<file path="config.mk">
export PLATFORM = sky130hd
export DESIGN_NAME = led_pattern_gen
export DESIGN_NICKNAME = d
export VERILOG_FILES = /design/src/rtl/led_pattern_gen.sv
export SDC_FILE = /design/constraint.sdc
export NUM_CORES = 1
export LEC_CHECK = 0
export ABC_AREA = 1
export CAP_MARGIN = 20
export CORE_MARGIN = 2
export CORE_UTILIZATION = 48
export DETAILED_ROUTE_END_ITERATION = 12
export GPL_ROUTABILITY_DRIVEN = 0
export HOLD_SLACK_MARGIN = 0.06
export MAX_ROUTING_LAYER = met4
export PLACE_DENSITY = 0.71
export SYNTH_ARGS = -nofsm -noshare
export SYNTH_HDL_FRONTEND = slang
export SYNTH_SLANG_ARGS = --single-unit
</file>
<file path="constraint.sdc">
create_clock -name clk -period 4.8 [get_ports clk]
set_input_delay 0.96 -clock clk [delete_from_list [all_inputs] [get_ports clk]]
set_output_delay 0.96 -clock clk [all_outputs]
set_load 0.01 [all_outputs]
</file>
<file path="src/rtl/led_pattern_gen.sv">
// LED pattern generator: prescaled walk-left/right, bounce and binary count.
// Ports: clk, rst_n, mode, div_val, run, step -> dout (LED bus), tick (update strobe).
module led_pattern_gen #(
  parameter int WIDTH = 10,
  parameter int DIV_W = 26
) (
  input  logic             clk,
  input  logic             rst_n,
  input  logic [1:0]       mode,
  input  logic [DIV_W-1:0] div_val,
  input  logic             run,
  input  logic             step,
  output logic [WIDTH-1:0] dout,
  output logic             tick
);

  localparam logic [WIDTH-1:0] SEED_L = WIDTH'(1);
  localparam logic [WIDTH-1:0] SEED_R = {1'b1, {(WIDTH-1){1'b0}}};
  localparam logic [DIV_W-1:0] CNT_ONE = DIV_W'(1);

  logic [DIV_W-1:0] cnt_q, cnt_d;
  logic [1:0]       mode_q, mode_d;
  logic             dir_q, dir_d;
  logic             init_q, init_d;
  logic [WIDTH-1:0] dout_q, dout_d;
  logic             tick_q;
  logic             adv;

  logic [WIDTH-1:0] seed;
  logic [WIDTH-1:0] shl, shr;
  logic             is_cnt, dead;
  logic             walk_l, walk_r, bnc;

  always_ff @(posedge clk or negedge rst_n) begin
    if (!rst_n) begin
      cnt_q  <= '0;
      mode_q <= 2'd0;
      dir_q  <= 1'b0;
      init_q <= 1'b0;
      dout_q <= '0;
      tick_q <= 1'b0;
    end else begin
      cnt_q  <= cnt_d;
      mode_q <= mode_d;
      dir_q  <= dir_d;
      init_q <= init_d;
      dout_q <= dout_d;
      tick_q <= adv;
    end
  end

  always_comb begin
    cnt_d = cnt_q;
    adv   = 1'b0;
    if (run) begin
      if (cnt_q == '0) begin
        adv   = 1'b1;
        cnt_d = div_val;
      end else begin
        cnt_d = cnt_q - CNT_ONE;
      end
    end else begin
      adv = step;
    end
  end

  always_comb begin
    seed = SEED_L;
    unique case (mode)
      2'd1:    seed = SEED_R;
      2'd3:    seed = '0;
      default: seed = SEED_L;
    endcase
  end

  assign shl    = {dout_q[WIDTH-2:0], 1'b0};
  assign shr    = {1'b0, dout_q[WIDTH-1:1]};
  assign is_cnt = (mode_q == 2'd3);
  // An empty bus in a walking mode can only come from an upset;
  // reseed rather than stay dark forever.
  assign dead   = !is_cnt && (dout_q == '0);
  assign walk_l = !is_cnt && !dead && (mode_q == 2'd0);
  assign walk_r = !is_cnt && !dead && (mode_q == 2'd1);
  assign bnc    = !is_cnt && !dead && (mode_q == 2'd2);

  always_comb begin
    dout_d = dout_q;
    mode_d = mode_q;
    dir_d  = dir_q;
    init_d = init_q;
    if (adv) begin
      if (!init_q || (mode != mode_q)) begin
        dout_d = seed;
        mode_d = mode;
        init_d = 1'b1;
        dir_d  = 1'b0;
      end else begin
        unique case (1'b1)
          is_cnt: dout_d = dout_q + SEED_L;
          dead: begin
            dout_d = seed;
            dir_d  = 1'b0;
          end
          walk_l: dout_d = {dout_q[WIDTH-2:0], dout_q[WIDTH-1]};
          walk_r: dout_d = {dout_q[0], dout_q[WIDTH-1:1]};
          bnc: begin
            if (!dir_q) begin
              dout_d = shl;
              if (shl[WIDTH-1]) dir_d = 1'b1;
            end else begin
              dout_d = shr;
              if (shr == SEED_L) dir_d = 1'b0;
            end
          end
          default: dout_d = dout_q;
        endcase
      end
    end
  end

  always_comb begin
    dout = dout_q;
    tick = tick_q;
  end

endmodule

</file>
# == Yosys cells after proc, flatten, opt, wreduce, memory -nomap -nowiden ==
# Index checks and enable logic that the tools add are counted.
# classes
n_mux,12
addsub,2
reduce_logical,17
eq_ne,7
# ops
op,count
10-bit one-hot mux with 5 select lines,1
26-bit logical NOT,1
26-bit two-way mux,1
26-bit by 1-bit subtractor with 26-bit output (second input constant),1
10-bit two-way mux,2
10-bit one-hot mux with 2 select lines,1
10-bit by 1-bit adder with 10-bit output (second input constant),1
10-bit logical NOT,1
9-bit by 1-bit equality test with 1-bit output (second input constant),1
2-bit equality test (second input constant),3
1-bit two-way mux,6
2-bit AND reduction,3
6-bit nonzero test,1
1-bit logical AND,5
2-bit by 1-bit equality test with 1-bit output (second input constant),2
1-bit logical NOT,3
3-bit nonzero test,1
2-bit logical NOT,1
2-bit inequality test,1
1-bit one-hot mux with 2 select lines,1
1-bit logical OR,1
# totals
output_inout_bits,11
elab_cells,44
regBits,41

# == Depth between registers and ports, before layout ==
# depth
ltp_word,8
depth_mapped,13
depth_no_buf,12

# == Worst setup path before layout ==
# No wires, ideal clock.
# synth_path
kind,input to register
startpoint,input mode[1]
endpoint,register dout_q[1] (netlist: dout[1])
stages,6
path_buffers,0
setup_time_ns,0.076
setup_slack_ns,2.962
required_time_ns,4.724
arrival_ns,1.762
cell_sequence,xor2_1 nor2_1 inv_2 a21oi_4 nand3_1 o21ai_1
# synth_between
elab_chain_cells,4
elab_cells_between_ends,5
cone_classes,eq/ne (1); mux (1); reduce/logical (3)
# synth_lines
element,line,text
from (decl),9,"input logic [1:0] mode,"
2-bit inequality test (*),92,if (!init_q || (mode != mode_q)) begin
1-bit logical OR (*),92,
6-bit nonzero test (no source line),--,
2-bit AND reduction (no source line),--,
to (signal assigned),47,dout_q <= dout_d;
to (decl),25,"logic [WIDTH-1:0] dout_q, dout_d;"
# Mark *: on every way between the ends. The rest lies on a longest branch, timed or not.
# A chain may end at the register's enable or synchronous reset.

# == Final worst setup path ==
# layout_path
startpoint,input run
endpoint,register mode_q[0]
# layout_between
elab_chain_cells,2
# layout_lines
element,line,text
from (decl),11,"input logic run,"
1-bit two-way mux,55,if (run) begin
2-bit AND reduction (no source line),--,
to (signal assigned),44,mode_q <= mode_d;
to (decl),22,"logic [1:0] mode_q, mode_d;"
# No other way between the ends.

==> reports/summary.txt <==
CTS tree -> yes
P per Cell Area -> 538 nW/µm²
Maximum level of the CTS H-tree -> 2
Crit-path cells -> clkdlybuf4s50_1 -> buf_4 -> inv_1 -> nand2_1 -> nand2_2 -> nand3_1 -> a21boi_2
WL met2 -> 3480 µm
Starting Density -> 49.0%
Antenna viol nets, final -> 0
Launch point of the worst reg-to-reg path -> cnt_q[0]$_DFFE_PN0P_
Drt drc -> 0
Hold crit path type -> flip-flop to flip-flop
Nets@finish -> 574
Setup TNS -> 0 ps
Die Area -> 7500 µm²
Crit path from -> run
Port Buf Inserts -> 42
Post-synth EDFFs -> 0
Netlist cell types -> 34
Final hold violations -> 0
Routed vias -> 3343
Placed Instances -> 612
Post-CTS Resized -> 0
Site Rows -> 30
Core Region -> 6680 µm²
CTS Buffer Depth -> 2
Detailed Routing Iterations Pass 1 -> 5
Top-area cell type share of the netlist area -> 31.3%
Post-CTS setup buffer count -> 0
Startpoint Class -> input pin
Post-Syn Area -> 3280 µm²
Largest cells by area after synthesis -> dfrtp_1, nand2_1, nand3_1, o21ai_0, nor2_1
Register area share after synthesis -> 31.3%
Peak VDD IR -> 307 µV
GRT Util Overall -> 22.8%
Crit path kind -> input pin to flip-flop
Setup Skew -> 7.32 ps
Congestion Overflow GR -> 0
Met1 WL -> 4030 µm
Synth-to-Final Area Change -> 15.7%
Crit end category -> flip-flop
Worst skew pair latency -> 290 ps
Global-route wire length before repair -> 13500 µm
Data required, critical path -> 4980 ps
Post-synthesis async set-or-reset flop share -> 100%
Top-level I/O count -> 43
Avg Cell Area, Syn -> 6.51 µm²
Routed len/inst -> 12.9 µm
Min cycle time layout -> 2750 ps
Yosys reg bits -> 41
Hold Buf Count CTS -> 0
Inserted Diodes -> 0
Hold Path Origin -> init_q$_DFFE_PN0P_
# Max-Cap Violations -> 0
Number of CTS-inserted buffers -> 5
RSZ-0062 raised after global routing -> false
Wire length on met3 -> 397 µm
FMAX -> 363 MHz
CP max stage cell -> inv_1
DP Wirelength -> 5930 µm
Status -> complete, no violations
Largest net degree at the start of global routing -> 42
Layout cells sized above 1 -> 9.26%
Final Util -> 56.7%
Crit path DAT -> 2940 ps
WL final -> 8010 µm
Tcrit/Tclk final -> 57.3%
Initial DRC Count -> 208
Top Layer Used -> met4
Post-synth top flop -> dfrtp_1
P_leak -> 1.77 nW
Final-report setup violation count -> 0
Slew Limit Fails -> 0
Clock transition at path regs -> 80 ps
# clock sinks -> 41
Mapped Nets -> 538
Initial antenna violation count -> 0
Cell count after synthesis -> 503
Die height -> 86.6 µm
Final cell count without fillers -> 620
Via-per-instance ratio -> 5.39
Synthesis Warnings -> 0
Relative slew slack -> 38.2%
Vias in the first global route -> 2970
Area leader, netlist -> dfrtp_1
Critical path's largest stage delay -> 410 ps
Crit Path Max Fanout -> 38
Clk root buf -> clkbuf_8
Filler cells -> 659
Width of the die -> 86.6 µm
Worst-margin pin slew -> 927 ps
Pwr Total -> 2.04 mW
## metal layers
| layer | up-vias | track usage (%) |
|---|---|---|
| met2 | 96 | 34.6 |
| met1 | 1528 | 32.3 |
| met4 | 0 | 5.40 |
| li1 | 1709 | - |
| met3 | 10 | 3.14 |
| met5 | - | - |
## cells in the mapped netlist, types with 2 or more instances
cell / instances
ha_1: 3
clkbuf_1: 4
o21ai_0: 40
nand4_1: 20
nor2_4: 9
o21ai_1: 11
nor2_2: 3
inv_2: 10
buf_6: 4
nand2_2: 8
dfrtp_1: 41
nand2_1: 158
buf_2: 4
nor2_1: 46
nand2_4: 2
nand3_1: 60
inv_1: 39
a21oi_1: 6
or2_2: 3
xnor2_1: 3
xor2_1: 11
nor3_1: 6
## critical path, delay by kind of cell
| kind | cells | cell delay [ps] |
|---|---|---|
| and+or+nand+nor | 3 | 740 |
| AOI/OAI and AO/OA | 1 | 180 |
| buffers and inverters | 3 | 1050 |
## layout make-up
type | count | area [µm²] | area share (%)
inverter | 51 | 194 | 5.12
timing repair buffer | 43 | 423 | 11.2
clock inverter | 2 | 10.0 | 0.264
tap | 80 | 100 | 2.64
clock buffer | 6 | 72.6 | 1.91
sequential | 41 | 1030 | 27.1
multi-input combinational | 397 | 1970 | 51.8
## cell usage in the layout (no fill, tap or decap), types with 6 or more instances in the layout
cell,synthesis,final
nand2_1,158,158
nand3_1,60,60
nor2_1,46,46
dfrtp_1,41,41
clkdlybuf4s50_1,0,41
o21ai_0,40,40
inv_1,39,39
nand4_1,20,20
xor2_1,11,11
o21ai_1,11,11
inv_2,10,10
nor2_4,9,9
nand2_2,8,8
a21oi_1,6,6
nor3_1,6,6
## per-stage QoR
step,area [µm²],hold WS (ps),setup slack [ps]
after floorplan,3280,434,2960
final,3790,465,2050
after CTS,3790,472,2050
after global routing,3790,493,1910
after global placement,3710,457,1800
after detailed placement,3710,451,1730
## power breakdown
part | internal [mW] | leakage (nW) | switching [mW]
clock | 0.101 | 0.0450 | 0.120
combinational | 0.423 | 1.19 | 0.748
sequential | 0.466 | 0.535 | 0.180
total | 0.990 | 1.77 | 1.05
## registers in the layout, summed over array words and instances (netlist names)
name and flops:
dir_q 1, dout 10, init_q 1, cnt_q 26, mode_q 2, tick 1
## path summary, 6_finish.rpt
| kind | endpoint | slack [ps] | cells after the start |
|---|---|---|---|
| min reg2reg | init_q$_DFFE_PN0P_ | 470 | 2 |
| max reg2reg | mode_q[0]$_DFFE_PN0P_ | 2700 | 10 |
| min in group asynchronous | cnt_q[2]$_DFFE_PN0P_ | 800 | 1 |
| min | init_q$_DFFE_PN0P_ | 470 | 2 |
| max in group asynchronous | cnt_q[12]$_DFFE_PN0P_ | 3410 | 1 |
| max | mode_q[0]$_DFFE_PN0P_ | 2050 | 7 |
## logic make-up after synthesis
logic type,count (synthesis),share of synthesized area (%)
compound gates,63,10.5
fa+ha+maj,3,1.15
flops,41,31.3
simple gates,317,44.6
buf+inv,65,8.71
xor+xnor,14,3.74
Note: power is estimated with default switching activity, not from simulation.
